--- config.mk ---
export PLATFORM = sky130hd
export DESIGN_NAME = imem_boot_loader
export DESIGN_NICKNAME = d
export VERILOG_FILES = /design/src/rtl/imem_boot_loader_pkg.sv /design/src/rtl/imem_word_packer.sv /design/src/rtl/imem_boot_loader.sv
export SDC_FILE = /design/constraint.sdc
export NUM_CORES = 1
export LEC_CHECK = 0
export BUFFER_PORTS_ARGS = -buffer_cell sky130_fd_sc_hd__buf_2
export CORE_ASPECT_RATIO = 0.9
export CORE_UTILIZATION = 58
export DETAILED_ROUTE_END_ITERATION = 8
export PLACE_DENSITY = 0.82
export SLEW_MARGIN = 20
export SYNTH_ARGS = -nofsm -noshare
export SYNTH_HDL_FRONTEND = slang
export SYNTH_SLANG_ARGS = --single-unit
--- constraint.sdc ---
create_clock -name clk -period 6.9 [get_ports clk]
set_input_delay 1.38 -clock clk [delete_from_list [all_inputs] [get_ports clk]]
set_output_delay 1.38 -clock clk [all_outputs]
set_load 0.01 [all_outputs]
--- src/rtl/imem_boot_loader_pkg.sv ---
// Shared constants for the instruction-memory boot loader: word geometry, defaults, FSM encodings.
// Also holds the zero-padding helper used when a program ends mid-word.
package imem_boot_loader_pkg;

    localparam int WORD_LEN            = 32;
    localparam int INSTR_MEM_SIZE      = 1024;
    localparam int MEM_BYTES_DFLT      = INSTR_MEM_SIZE;
    localparam int TIMEOUT_CYCLES_DFLT = 4096;

    localparam logic [2:0] ST_IDLE  = 3'd0;
    localparam logic [2:0] ST_LOAD  = 3'd1;
    localparam logic [2:0] ST_FLUSH = 3'd2;
    localparam logic [2:0] ST_DONE  = 3'd3;
    localparam logic [2:0] ST_ERR   = 3'd4;

    // Left-justify the partial bytes held so far; missing low bytes become 0x00 (NOP).
    function automatic logic [WORD_LEN-1:0] pad_word(input logic [23:0] acc, input logic [1:0] cnt);
        logic [WORD_LEN-1:0] w;
        w = '0;
        case (cnt)
            2'd1:    w = {acc[7:0], 24'h0};
            2'd2:    w = {acc[15:0], 16'h0};
            2'd3:    w = {acc, 8'h0};
            default: w = '0;
        endcase
        return w;
    endfunction

endpackage

--- src/rtl/imem_word_packer.sv ---
// Packs a byte stream MSB-first into 32-bit words; flags the byte that completes a word.
// Latency: word_dat is combinational with the completing byte. No backpressure (caller gates shift_en).
// Zero-padded partial word is always available on pad_dat.
module imem_word_packer
    import imem_boot_loader_pkg::*;
(
    input  logic                clk,
    input  logic                rst,
    input  logic                clr,
    input  logic                shift_en,
    input  logic [7:0]          shift_dat,
    output logic [1:0]          fill_cnt,
    output logic                word_full,
    output logic [WORD_LEN-1:0] word_dat,
    output logic [WORD_LEN-1:0] pad_dat
);

    logic [23:0] acc_q, acc_d;
    logic [1:0]  cnt_q, cnt_d;

    always_comb begin
        acc_d = acc_q;
        cnt_d = cnt_q;
        if (clr) begin
            acc_d = '0;
            cnt_d = '0;
        end else if (shift_en) begin
            acc_d = {acc_q[15:0], shift_dat};
            cnt_d = cnt_q + 2'd1;
        end
    end

    always_ff @(posedge clk or posedge rst) begin
        if (rst) begin
            acc_q <= '0;
            cnt_q <= '0;
        end else begin
            acc_q <= acc_d;
            cnt_q <= cnt_d;
        end
    end

    assign fill_cnt  = cnt_q;
    assign word_full = shift_en && !clr && (cnt_q == 2'd3);
    assign word_dat  = {acc_q, shift_dat};
    assign pad_dat   = pad_word(acc_q, cnt_q);

endmodule

--- src/rtl/imem_boot_loader.sv ---
// Streams a program byte-wise into instruction memory as word writes, holding the CPU in reset until done.
// Latency: word write one cycle after its 4th byte; done one cycle after the final write.
// Backpressure: in_ready only in LOAD while bytes remain. IMEM_LOADER_CHECKSUM_EN adds a trailing XOR byte.
module imem_boot_loader
    import imem_boot_loader_pkg::*;
#(
    parameter int MEM_BYTES      = MEM_BYTES_DFLT,
    parameter int TIMEOUT_CYCLES = TIMEOUT_CYCLES_DFLT
) (
    input  logic        clk,
    input  logic        rst,
    input  logic        start,
    input  logic [15:0] byte_len,
    input  logic        in_valid,
    input  logic [7:0]  in_data,
    output logic        in_ready,
    output logic        mem_we,
    output logic [31:0] mem_addr,
    output logic [31:0] mem_wdata,
    output logic        cpu_rst,
    output logic        busy,
    output logic        done,
    output logic        error
);

    localparam logic [31:0] TO_LAST   = 32'(TIMEOUT_CYCLES - 1);
    localparam logic [31:0] MEM_LIMIT = 32'(MEM_BYTES);

    logic [2:0]  state_q, state_d;
    logic [15:0] byte_len_q, byte_len_d;
    logic [15:0] byte_cnt_q, byte_cnt_d;
    logic [31:0] word_addr_q, word_addr_d;
    logic [31:0] to_cnt_q, to_cnt_d;
    logic        mem_we_q, mem_we_d;
    logic [31:0] mem_addr_q, mem_addr_d;
    logic [31:0] mem_wdata_q, mem_wdata_d;

    logic        data_phase, load_fin, cks_fail, accept, pk_shift, pk_clr, pk_full;
    logic [1:0]  pk_cnt;
    logic [31:0] pk_word, pk_pad;

    assign data_phase = (byte_cnt_q != byte_len_q);

`ifdef IMEM_LOADER_CHECKSUM_EN
    logic [7:0] xor_q, xor_d;
    logic       cks_got_q, cks_got_d;
    logic       cks_bad_q, cks_bad_d;

    assign in_ready = (state_q == ST_LOAD) && (data_phase || !cks_got_q);
    assign load_fin = !data_phase && cks_got_q;
    assign cks_fail = cks_bad_q;
`else
    assign in_ready = (state_q == ST_LOAD) && data_phase;
    assign load_fin = !data_phase;
    assign cks_fail = 1'b0;
`endif

    assign accept   = in_valid && in_ready;
    assign pk_shift = accept && data_phase;

    imem_word_packer u_packer (
        .clk       (clk),
        .rst       (rst),
        .clr       (pk_clr),
        .shift_en  (pk_shift),
        .shift_dat (in_data),
        .fill_cnt  (pk_cnt),
        .word_full (pk_full),
        .word_dat  (pk_word),
        .pad_dat   (pk_pad)
    );

    always_comb begin
        state_d     = state_q;
        byte_len_d  = byte_len_q;
        byte_cnt_d  = byte_cnt_q;
        word_addr_d = word_addr_q;
        to_cnt_d    = to_cnt_q;
        mem_we_d    = 1'b0;
        mem_addr_d  = mem_addr_q;
        mem_wdata_d = mem_wdata_q;
        pk_clr      = 1'b0;
`ifdef IMEM_LOADER_CHECKSUM_EN
        xor_d     = xor_q;
        cks_got_d = cks_got_q;
        cks_bad_d = cks_bad_q;
`endif
        case (state_q)
            ST_LOAD: begin
                if (accept) begin
                    to_cnt_d = '0;
                    if (data_phase) begin
                        byte_cnt_d = byte_cnt_q + 16'd1;
`ifdef IMEM_LOADER_CHECKSUM_EN
                        xor_d = xor_q ^ in_data;
`endif
                        if (pk_full) begin
                            mem_we_d    = 1'b1;
                            mem_addr_d  = word_addr_q;
                            mem_wdata_d = pk_word;
                            word_addr_d = word_addr_q + 32'd4;
                        end
                    end
`ifdef IMEM_LOADER_CHECKSUM_EN
                    else begin
                        cks_got_d = 1'b1;
                        cks_bad_d = (in_data != xor_q);
                    end
`endif
                end else if (load_fin) begin
                    // A full-word tail is already being written this cycle, so DONE lands right after it.
                    if (cks_fail)
                        state_d = ST_ERR;
                    else if (pk_cnt != 2'd0)
                        state_d = ST_FLUSH;
                    else
                        state_d = ST_DONE;
                end else if (to_cnt_q == TO_LAST) begin
                    state_d = ST_ERR;
                end else begin
                    to_cnt_d = to_cnt_q + 32'd1;
                end
            end
            ST_FLUSH: begin
                if (mem_we_q) begin
                    state_d = ST_DONE;
                end else begin
                    mem_we_d    = 1'b1;
                    mem_addr_d  = word_addr_q;
                    mem_wdata_d = pk_pad;
                    word_addr_d = word_addr_q + 32'd4;
                    pk_clr      = 1'b1;
                end
            end
            default: begin
                if (start) begin
                    byte_len_d  = byte_len;
                    byte_cnt_d  = '0;
                    word_addr_d = '0;
                    to_cnt_d    = '0;
                    pk_clr      = 1'b1;
`ifdef IMEM_LOADER_CHECKSUM_EN
                    xor_d     = '0;
                    cks_got_d = 1'b0;
                    cks_bad_d = 1'b0;
`endif
                    if (byte_len == 16'd0)
                        state_d = ST_DONE;
                    else if (32'(byte_len) > MEM_LIMIT)
                        state_d = ST_ERR;
                    else
                        state_d = ST_LOAD;
                end
            end
        endcase
    end

    always_ff @(posedge clk or posedge rst) begin
        if (rst) begin
            state_q     <= ST_IDLE;
            byte_len_q  <= '0;
            byte_cnt_q  <= '0;
            word_addr_q <= '0;
            to_cnt_q    <= '0;
            mem_we_q    <= 1'b0;
            mem_addr_q  <= '0;
            mem_wdata_q <= '0;
        end else begin
            state_q     <= state_d;
            byte_len_q  <= byte_len_d;
            byte_cnt_q  <= byte_cnt_d;
            word_addr_q <= word_addr_d;
            to_cnt_q    <= to_cnt_d;
            mem_we_q    <= mem_we_d;
            mem_addr_q  <= mem_addr_d;
            mem_wdata_q <= mem_wdata_d;
        end
    end

`ifdef IMEM_LOADER_CHECKSUM_EN
    always_ff @(posedge clk or posedge rst) begin
        if (rst) begin
            xor_q     <= '0;
            cks_got_q <= 1'b0;
            cks_bad_q <= 1'b0;
        end else begin
            xor_q     <= xor_d;
            cks_got_q <= cks_got_d;
            cks_bad_q <= cks_bad_d;
        end
    end
`endif

    assign mem_we    = mem_we_q;
    assign mem_addr  = mem_addr_q;
    assign mem_wdata = mem_wdata_q;
    assign busy      = (state_q == ST_LOAD) || (state_q == ST_FLUSH);
    assign done      = (state_q == ST_DONE);
    assign error     = (state_q == ST_ERR);
    assign cpu_rst   = (state_q != ST_DONE);

endmodule
# ---- After elaboration in Yosys (flattened, before gate mapping)
# Cells that the tools add are included.
dict set report classes {
  n_addsub 4
  order_cmp 1
  eq_ne 19
  n_mux 45
  bitwise 2
  n_reduce_logical 20
}
# op n
set op_table {}
lappend op_table {{two-way mux 32 bit} 16}
lappend op_table {{case mux 32 bit (2 select lines)} 4}
lappend op_table {{case mux 32 bit (3 select lines)} 1}
lappend op_table {{two-way mux 16 bit} 3}
lappend op_table {{two-way mux 24 bit} 2}
lappend op_table {{adder 32 x 1 -> 32 bit (second input constant)} 1}
lappend op_table {{adder 32 x 3 -> 32 bit (second input constant)} 1}
lappend op_table {{== test 32 x 12 -> 1 bit (second input constant)} 1}
lappend op_table {{case mux 16 bit (2 select lines)} 1}
lappend op_table {{two-way mux 3 bit} 7}
lappend op_table {{adder 16 x 1 -> 16 bit (second input constant)} 1}
lappend op_table {{> comparator 16 x 11 -> 1 bit (second input constant)} 1}
lappend op_table {{logical NOT 16 bit} 1}
lappend op_table {{inequality test 16 bit} 1}
lappend op_table {{inequality test 2 bit (second input constant)} 6}
lappend op_table {{AND reduction 4 bit} 3}
lappend op_table {{AND reduction 5 bit} 2}
lappend op_table {{nonzero test 2 bit} 4}
lappend op_table {{== test 3 x 2 -> 1 bit (second input constant)} 2}
lappend op_table {{two-way mux 1 bit} 6}
lappend op_table {{inequality test 3 x 2 -> 1 bit (second input constant)} 2}
lappend op_table {{inequality test 3 bit (second input constant)} 2}
lappend op_table {{case mux 3 bit (2 select lines)} 1}
lappend op_table {{logical AND 1 bit} 5}
lappend op_table {{other kinds (13)} 17}
dict set report totals {
  reg_bits 190
  output_inout_bits 70
}

# ---- Longest topological paths before layout
# Gate-level depths: netlist of run 1.
dict set report depth {
  ltp_word 10
  mapped_depth 9
  ltp_nobuf 7
}

# ---- Modules after synthesis
# From an unflattened synthesis of run 1, not the netlist that was laid out.
dict set report unflattened {
  cells_unflattened 989
  hier_area_um2 9664.3
}
# mod instances cells_each area_per_inst_um2
set by_module_without_submodules {}
lappend by_module_without_submodules {imem_boot_loader 1 834 8122.8}
lappend by_module_without_submodules {imem_word_packer 1 155 1541.5}

# ---- Worst setup path before layout of run 1
# No wires, ideal clock.
dict set report synth_timing {
  path_type {input to register}
  from {input port start}
  to {register mem_addr_q[2], in the netlist mem_addr[2]}
  setup_ps 127
  t_arrival_ps 2723
  required_time_ps 6773
  slack_ps 4049
  cell_stages 7
  n_path_buf 2
  cell_sequence {nor3_1 > a21oi_2 > a31o_2 > nand2_1 > buf_4 > buf_4 > mux2_1}
}
dict set report synth_between {
  elab_chain_cells 7
}
# element line_no
set synth_rtl {}
lappend synth_rtl {{from (decl)} imem_boot_loader.sv:12} ;# input logic start,
lappend synth_rtl {{two-way mux 1 bit} imem_boot_loader.sv:136} ;# if (start) begin
lappend synth_rtl {{case mux 1 bit (2 select lines)} imem_boot_loader.sv:88} ;# case (state_q)
lappend synth_rtl {{logical NOT 1 bit} imem_word_packer.sv:44} ;# assign word_full = shift_en && !clr && (cnt_q == 2'd3);
lappend synth_rtl {{logical AND 1 bit (2 in series)} imem_word_packer.sv:44}
lappend synth_rtl {{inequality test 2 bit (no line)} -}
lappend synth_rtl {{AND reduction 5 bit (no line)} -}
lappend synth_rtl {{to (signal assigned)} imem_boot_loader.sv:175} ;# mem_addr_q <= mem_addr_d;
lappend synth_rtl {{to (decl)} imem_boot_loader.sv:35} ;# logic [31:0] mem_addr_q, mem_addr_d;
# No other way between the ends.
# A chain may end at the register's enable or synchronous reset.

# ---- Worst setup path in the final report of run 1
dict set report layout_timing {
  from {register byte_cnt_q[0]}
  to {output port in_ready}
}
dict set report layout_between {
  elab_chain_cells 2
}
# element line_no
set layout_rtl {}
lappend layout_rtl {{from (decl)} imem_boot_loader.sv:31} ;# logic [15:0] byte_cnt_q, byte_cnt_d;
lappend layout_rtl {{from (signal assigned)} imem_boot_loader.sv:171} ;# byte_cnt_q <= byte_cnt_d;
lappend layout_rtl {{inequality test 16 bit} imem_boot_loader.sv:42} ;# assign data_phase = (byte_cnt_q != byte_len_q);
lappend layout_rtl {{logical AND 1 bit} imem_boot_loader.sv:53} ;# assign in_ready = (state_q == ST_LOAD) && data_phase;
lappend layout_rtl {{to (decl)} imem_boot_loader.sv:16} ;# output logic in_ready,
# No other way between the ends.

==> results of run 1 <==
-- critical path: cells and delay by family (launching register included) --
kind	cells	cell delay (ps)
simple gates	3	1300
buf+inv	2	190
flops	1	440
xor+xnor	1	180
-- registers in the layout, summed over array words and instances, names as in the netlist --
name               count
to_cnt_q              32
mem_addr              30
word_addr_q           30
byte_cnt_q            16
byte_len_q            16
state_q                3
u_packer.fill_cnt      2
mem_wdata             32
u_packer.acc_q        24
mem_we                 1
-- cells in the mapped netlist, drive strengths merged (17+ instances only) --
master,number,share of area
nand2,126,0.053
nor4,27,0.021
mux2,30,0.038
nand4,17,0.012
xor2,23,0.022
dfrtp,186,0.52
inv,19,0.0079
o21ai,107,0.060
or4,22,0.018
buf,28,0.017
or3,29,0.020
o31ai,31,0.026
nor2,32,0.014
a21oi,59,0.033
clkbuf,27,0.012
nand3,29,0.016
a22o,25,0.024
-- layer usage --
metal,vias up,GRT usage,share of wire
met5,-,0,0
met4,0,0.107,0.020
met3,40,0.0684,0.078
met2,330,0.446,0.46
met1,3723,0.396,0.44
li1,3497,-,-
-- cells by family (layout without fill, tap and decap cells) --
kind of cell / count (synthesis) / count (layout)
flip-flops: 186 / 186
AO/OA/AOI/OAI: 258 / 258
adder cells (fa/ha/maj): 7 / 7
AND/OR/NAND/NOR: 323 / 323
buffers and inverters: 74 / 156
other: 1 / 2
XOR/XNOR: 28 / 28
multiplexers: 35 / 35
-- how the worst min path moves through the flow --
stage | endpoint | depth (start not counted) | start
floorplan | byte_len_q[0] | 2 | byte_len_q[0]
global placement | mem_addr[2] | 1 | mem_addr[2]
detailed placement | byte_len_q[7] | 2 | byte_len_q[7]
CTS | byte_len_q[1] | 2 | byte_len_q[1]
global route | mem_addr[31] | 1 | mem_addr[31]
finish | mem_addr[12] | 1 | mem_addr[12]
-- per-stage QoR --
step                 util  worst slack, ps  cell area, sq um  power (W)  cells
CTS                 0.676             3000             10100    0.00225   1193
detailed placement  0.640             3460              9560    0.00136   1162
floorplan               -              463              8990    0.00129    913
finish              0.676             2970             10100    0.00224   1193
global route        0.676             2830             10100    0.00231   1193
global placement    0.640             3510              9560    0.00135   1162
-- area by class of cell --
class	instances	area (sq um)
clock inverters	9	66.3
clock buffers	22	464
flip-flops and latches	186	4650
inverters	19	76.3
fillers	1188	4840
repair buffers	106	558
well taps	198	248
multi-input cells	653	4020
-- power by group through the flow --
stage / clock network [W] / logic, W / registers, W
2_1_floorplan: 0 / 0.0000888 / 0.00120
3_3_place_gp: 0 / 0.000173 / 0.00118
3_5_place_dp: 0 / 0.000179 / 0.00118
4_1_cts: 0.000907 / 0.000180 / 0.00116
5_1_grt: 0.000950 / 0.000198 / 0.00117
6_report: 0.000898 / 0.000177 / 0.00116
==> summary.txt, run 1 <==
Timing
  – Final min period: between 3000 and 4000 ps
  – Final Hold Slack: around 500 ps
  – Fin crit share: 0.569
  – Max-slew violations: 0
  – RSZ-0062 raised after global routing: no
  – F_max: roughly 0.25 GHz
  – Fin Clk Skew: between 8 and 9 ps
  – Slew @ Worst Pin: roughly 1000 ps
  – Slew margin rel.: 0.328
  – Setup TNS: 0 ps
  – Setup-failing EPs final: 0
  – Final hold vios: 0

Worst setup path
  – CP Launch Type: flip-flop
  – Reg-to-reg slack, setup: roughly 3800 ps
  – Worst R2R Start: byte_cnt_q[0]
  – Reg2Reg Depth: 7
  – Critical Path Fanout Max: 14
  – Critical path class: flip-flop to output port
  – Worst path cell trace: xor2_1, nor4_1, nand4_1, nand2_1, inv_1, buf_2
  – WP data arrival: 2550 ps
  – Slowest-stage cell, CP: nand4_1
  – Slowest stage delay, CP: between 500 and 600 ps
  – Critical path required time: 5520 ps
  – Worst Setup EP: in_ready
  – Reg2reg end: to_cnt_q[16]
  – CP Launch Point: byte_cnt_q[0]
  – Crit end category: output port

Logic synthesis
  – Syn Std Cell Area: approximately 0.0090 sq mm
  – Register area share after synthesis: 0.518
  – Ys async rst share: 1.00
  – Compound-cell area share of the yosys netlist: 0.178
  – Cell variety after synth: 60
  – Post-synth EDFFs: 0
  – Simple-gate share of the synthesized area: 0.187
  – Yosys Warn Count: 0
  – Prevailing post-synth register cell: dfrtp_1
  – Post-Synthesis Cells: about 910
  – Mux cell area share after synthesis: 0.0432
  – Synth Register Bits: ~190
  – Combinational family with the most area after synthesis: simple AND/OR/NAND/NOR gates
  – Post-Synthesis Mean Instance Area: roughly 9.9 sq um
  – Post-Synth XOR/XNOR Area: 0.0273
  – Adder-Cell Fraction of Synth Area: 0.00974

Worst hold path
  – Worst min path class: flip-flop to flip-flop

Drt
  – Vias per inst: roughly 6.4
  – Drc violations: 0
  – Antenna viol nets, final: 0
  – Drt total wl: between 20000 and 25000 um
  – 1st-iter DRT viols: 738
  – Via count: between 7000 and 8000
  – 1st-pass router iterations: 7
  – Wire per inst: 18.4 um

Power
  – P_leak: about 4.5 nW
  – Clock power share: 0.401
  – Pint: approximately 0.0017 W
  – Flop pwr share: 0.519
  – Psw: ~0.00055 W
  – Net Sw Frac: 0.248
  – Gate power share: 0.079
  – Worst IR Drop VDD: roughly 0.19 mV
  – Pwr Density: roughly 220 mW/mm^2

Clocking
  – Cts bufs inserted: 17
  – CTS tree: done
  – Worst-Skew Late Latency: 440 ps
  – # Post-CTS Setup Buffers: 0
  – Htree depth: 4
  – Hold-fix buffers, CTS: 0
  – Clk sinks: 186
  – Clock transition at path regs: ~70 ps
  – Root Buffer: clkbuf_16
  – Clock Path Buffers: 2
  – Gates resized, CTS repair: 0

Floorplan
  – Initial core utilization: 0.602
  – I/O Pins: between 90 and 100
  – Die X: 133 um
  – Die Ht: about 120 um
  – Die ar.: around 0.016 sq mm
  – Core area: ~0.015 sq mm
  – Core Rows: 42

Placed design
  – I/O Buffers: 95
  – Detailed placement HPWL: 14300 um
  – GP Congestion: just under 0.9

Final layout
  – Area added between synthesis and finish: 12.2%
  – Most frequent cells in the layout: dfrtp_1 (186), nand2_1 (125), o21ai_0 (98)
  – Share of cells above drive strength 1: 0.181
  – Final net count: approximately 1000
  – # diodes: 0
  – Commonest non-fill, non-tap cell in the layout: dfrtp_1

Global route
  – Total Routing Usage GR: 0.288
  – Antenna violations before repair: 0
  – Vias in the first global route: 7256
  – Global route total overflow: 0
  – Largest net degree at the start of global routing: 90
  – First-pass GRT wire length: about 36000 um

Job
  – Max-cap violations: 0

Status
  – Outcome: complete, no violations
Power figures use the tool's default switching activity.
==> run 2, diff against run 1 <==
--- a/config.mk
+++ b/config.mk
@@ -5,11 +5,12 @@
 export SDC_FILE = /design/constraint.sdc
 export NUM_CORES = 1
 export LEC_CHECK = 0
+export ABC_AREA = 1
 export BUFFER_PORTS_ARGS = -buffer_cell sky130_fd_sc_hd__buf_2
 export CORE_ASPECT_RATIO = 0.9
-export CORE_UTILIZATION = 58
+export CORE_UTILIZATION = 54
 export DETAILED_ROUTE_END_ITERATION = 8
-export PLACE_DENSITY = 0.82
+export PLACE_DENSITY = 0.79
 export SLEW_MARGIN = 20
 export SYNTH_ARGS = -nofsm -noshare
 export SYNTH_HDL_FRONTEND = slang
==> constraint.sdc (replaced) <==
create_clock -name clk -period 3.3 [get_ports clk]
set_input_delay 0.66 -clock clk [delete_from_list [all_inputs] [get_ports clk]]
set_output_delay 0.66 -clock clk [all_outputs]
set_load 0.01 [all_outputs]
==> run 2 against run 1 <==
  * Power up 110%
  * Utilization shrank 6.0 points
  * Sequential cell count is the same
  * Routed wire length grew 25%
  * Final cell count grew 54%
  * Synthesized cell count rose by 65%
  * Clock skew increased by 2.7 ps
  * Global-route usage decreased by 0.63 points
  * First-iteration DRC count grew 20%
  * Register-to-register slack worse by 3200 ps
  * Critical path depth increased by 2
==> summary.txt, run 2 <==
Power
  – Net Sw Frac: 0.258 (+0.0105)
  – Worst IR Drop VDD: 0.262 mV (+38%)
  – Psw: 0.00119 W (+120%)
  – Flop pwr share: 0.500 (-0.019)
  – P_leak: 5.51 nW (+23%)
  – Clock power share: 0.457 (+0.056)
  – Pwr Density: 391 mW/mm^2 (+76%)
  – Pint: 0.00343 W (+100%)
  – Gate power share: 0.043 (-0.036)

Clocking
  – Cts bufs inserted: 17 (unchanged)
  – Clock Path Buffers: 2 (unchanged)
  – Hold-fix buffers, CTS: 0 (unchanged)
  – Root Buffer: clkbuf_16
  – Clk sinks: 186 (unchanged)
  – CTS tree: done
  – Clock transition at path regs: 80 ps (about the same)
  – Gates resized, CTS repair: 0 (unchanged)
  – Htree depth: 4 (unchanged)
  – Worst-Skew Late Latency: 440 ps (about the same)
  – # Post-CTS Setup Buffers: 0 (unchanged)

Floorplan
  – Die ar.: 0.0202 sq mm (+26%)
  – Core Rows: 48 (+14%)
  – Core area: 0.0192 sq mm (+29%)
  – Initial core utilization: 0.553 (-0.0495)
  – Die Ht: 135 um (+12%)
  – I/O Pins: 98 (unchanged)
  – Die X: 150 um (+12%)

Drt
  – 1st-iter DRT viols: 883 (+20%)
  – Drc violations: 0 (unchanged)
  – Antenna viol nets, final: 0 (unchanged)
  – Wire per inst: 15.0 um (-19%)
  – 1st-pass router iterations: 6 (-1)
  – Drt total wl: 27500 um (+25%)
  – Vias per inst: 5.44 (-15%)
  – Via count: 9971 (+31%)

Final layout
  – Most frequent cells in the layout: nand2_1 (500), nor2_1 (188), dfrtp_1 (186)
  – Area added between synthesis and finish: 11.4%
  – Util after Layout: 0.616 (-0.0599)
  – # diodes: 0 (unchanged)
  – Share of cells above drive strength 1: 0.113 (-0.0679)
  – Final net count: 1606 (+58%)
  – Commonest non-fill, non-tap cell in the layout: nand2_1

Worst setup path
  – Slowest-stage cell, CP: nand3_2
  – CP Launch Type: flip-flop
  – Critical path required time: 3620 ps (-1900 ps)
  – Cell family with most CP delay: simple AND/OR/NAND/NOR gates
  – WP data arrival: 3100 ps (+550 ps)
  – Worst path cell trace: nor2_2, nand2_2, nand2_2, inv_2, nand2_4, nand3_2, nand2_1, o21ai_0
  – Slowest stage delay, CP: 520 ps (-40 ps)
  – Critical path class: flip-flop to flip-flop
  – CP Buf/Inv Count: 1 (-1)
  – Cell mode on critical path: nand2_2
  – Crit end category: flip-flop
  – Critical Path Fanout Max: 32 (+18)

Logic synthesis
  – Most numerous cell in the Yosys netlist: nand2_1
  – Ys async rst share: 1.00 (unchanged)
  – Syn Std Cell Area: 0.0106 sq mm (+18%)
  – Prevailing post-synth register cell: dfrtp_1
  – Yosys top cell by area: dfrtp_1
  – Cell variety after synth: 34 (-43%)
  – Synth Register Bits: 186 (unchanged)
  – Post-Synthesis Cells: 1509 (+65%)
  – Post-synth EDFFs: 0 (unchanged)
  – Register area share after synthesis: 0.438 (-0.0797)
  – Ranking of synthesized cells by area: dfrtp_1 (44%), nand2_1 (18%), nor2_1 (6.6%)
  – Yosys Warn Count: 0 (unchanged)
  – Yosys top cell area share: 0.438 (-0.0797)
  – Post-Synthesis Mean Instance Area: 7.04 sq um (-29%)
  – Top cells by count, synth: nand2_1 (500), nor2_1 (188), dfrtp_1 (186)

Timing
  – Fin crit share: 0.843
  – RSZ-0062 raised after global routing: no
  – Final WS setup: 518 ps (-2460 ps)
  – Slew margin rel.: 0.551 (+0.224)
  – Final hold vios: 0 (unchanged)
  – F_max: 0.359 GHz
  – Max-slew violations: 0 (unchanged)
  – Setup TNS: 0 ps (unchanged)
  – Slew @ Worst Pin: 673 ps (-325 ps)
  – Fin Clk Skew: 11.4 ps (+2.75 ps)
  – Setup-failing EPs final: 0 (unchanged)
  – Final min period: between 2000 and 3000 ps

Job
  – Max-cap violations: 0 (unchanged)

Global route
  – Antenna violations before repair: 0 (unchanged)
  – Total Routing Usage GR: 0.282 (-0.00627)
  – Global route total overflow: 0 (unchanged)
  – Largest net degree at the start of global routing: 109 (+21%)
  – Vias in the first global route: 9213 (+27%)
  – First-pass GRT wire length: 45500 um (+25%)

Placed design
  – GP Congestion: 0.928 (+5.0%)
  – Detailed placement HPWL: 18900 um (+32%)
  – I/O Buffers: 95 (unchanged)
  – Placement Setup Slack: 607 ps (-2850 ps)

Worst hold path
  – Worst min path class: primary input to async pin

Status
  – Outcome: complete, no violations
-- run 2: changes by cell type in the layout (fill, tap and decap cells not counted), moves of 30 or more --
cell / previous run / this run
nand4_1: 17 / 50
nor3_1: 7 / 37
o21ai_0: 98 / 54
inv_1: 18 / 117
nand2_1: 125 / 500
nor2_1: 30 / 188
o31ai_1: 31 / 0
nand3_1: 29 / 137
-- run 2: routing by layer --
layer,share of wire,track usage,vias to the layer above
li1,-,-,4937
met5,0,0,-
met3,0.055,0.0463,38
met2,0.45,0.432,325
met1,0.48,0.409,4671
met4,0.020,0.0831,0
-- run 2: logic make-up (layout without fill, tap and decap cells) --
| kind of cell | after synthesis | count (layout) | share of synthesized area |
|---|---|---|---|
| flip-flops | 186 | 186 | 0.438 |
| AND/OR/NAND/NOR | 944 | 944 | 0.380 |
| buffers and inverters | 200 | 274 | 0.0775 |
| other | 1 | 2 | 0.000353 |
| adder cells (fa/ha/maj) | 7 | 7 | 0.00824 |
| XOR/XNOR | 43 | 43 | 0.0354 |
| AO/OA/AOI/OAI | 128 | 128 | 0.0605 |
-- run 2: cell type report --
class | instances | area [sq um]
sequential | 186 | 4650
timing repair buffer | 109 | 618
fill | 1710 | 7380
inverter | 133 | 503
tap | 250 | 313
clock buffer | 17 | 425
clock inverter | 15 | 176
multi-input combinational | 1124 | 5150
-- run 2: final timing paths --
check / from / to / slack, ps / cells after the start
max: state_q[2] / u_packer.acc_q[18] / 520 / 8
max in group asynchronous: rst / u_packer.acc_q[20] / 2190 / 3
min in group clk: in_data[7] / u_packer.acc_q[7] / 440 / 3
min: rst / byte_len_q[1] / 200 / 2
max reg2reg: state_q[2] / u_packer.acc_q[18] / 520 / 8
min reg2reg: mem_addr[10] / mem_addr[10] / 500 / 2
-- run 2: metrics by stage --
step / hold WS (ps) / instance area (sq um) / instances / total power, W
floorplan: 464 / 10600 / 1510 / 0.00250
global placement: 478 / 11200 / 1802 / 0.00255
detailed placement: 491 / 11200 / 1802 / 0.00256
global route: 219 / 11800 / 1834 / 0.00477
finish: 200 / 11800 / 1834 / 0.00463
CTS: 208 / 11800 / 1834 / 0.00465
-- run 2: power by group through the flow --
| stage | clock network [W] | logic (W) | registers [W] |
|---|---|---|---|
| 2_1_floorplan | 0 | 0.000141 | 0.00235 |
| 3_3_place_gp | 0 | 0.000197 | 0.00236 |
| 3_5_place_dp | 0 | 0.000202 | 0.00236 |
| 4_1_cts | 0.00213 | 0.000203 | 0.00231 |
| 5_1_grt | 0.00222 | 0.000228 | 0.00231 |
| 6_report | 0.00212 | 0.000200 | 0.00231 |
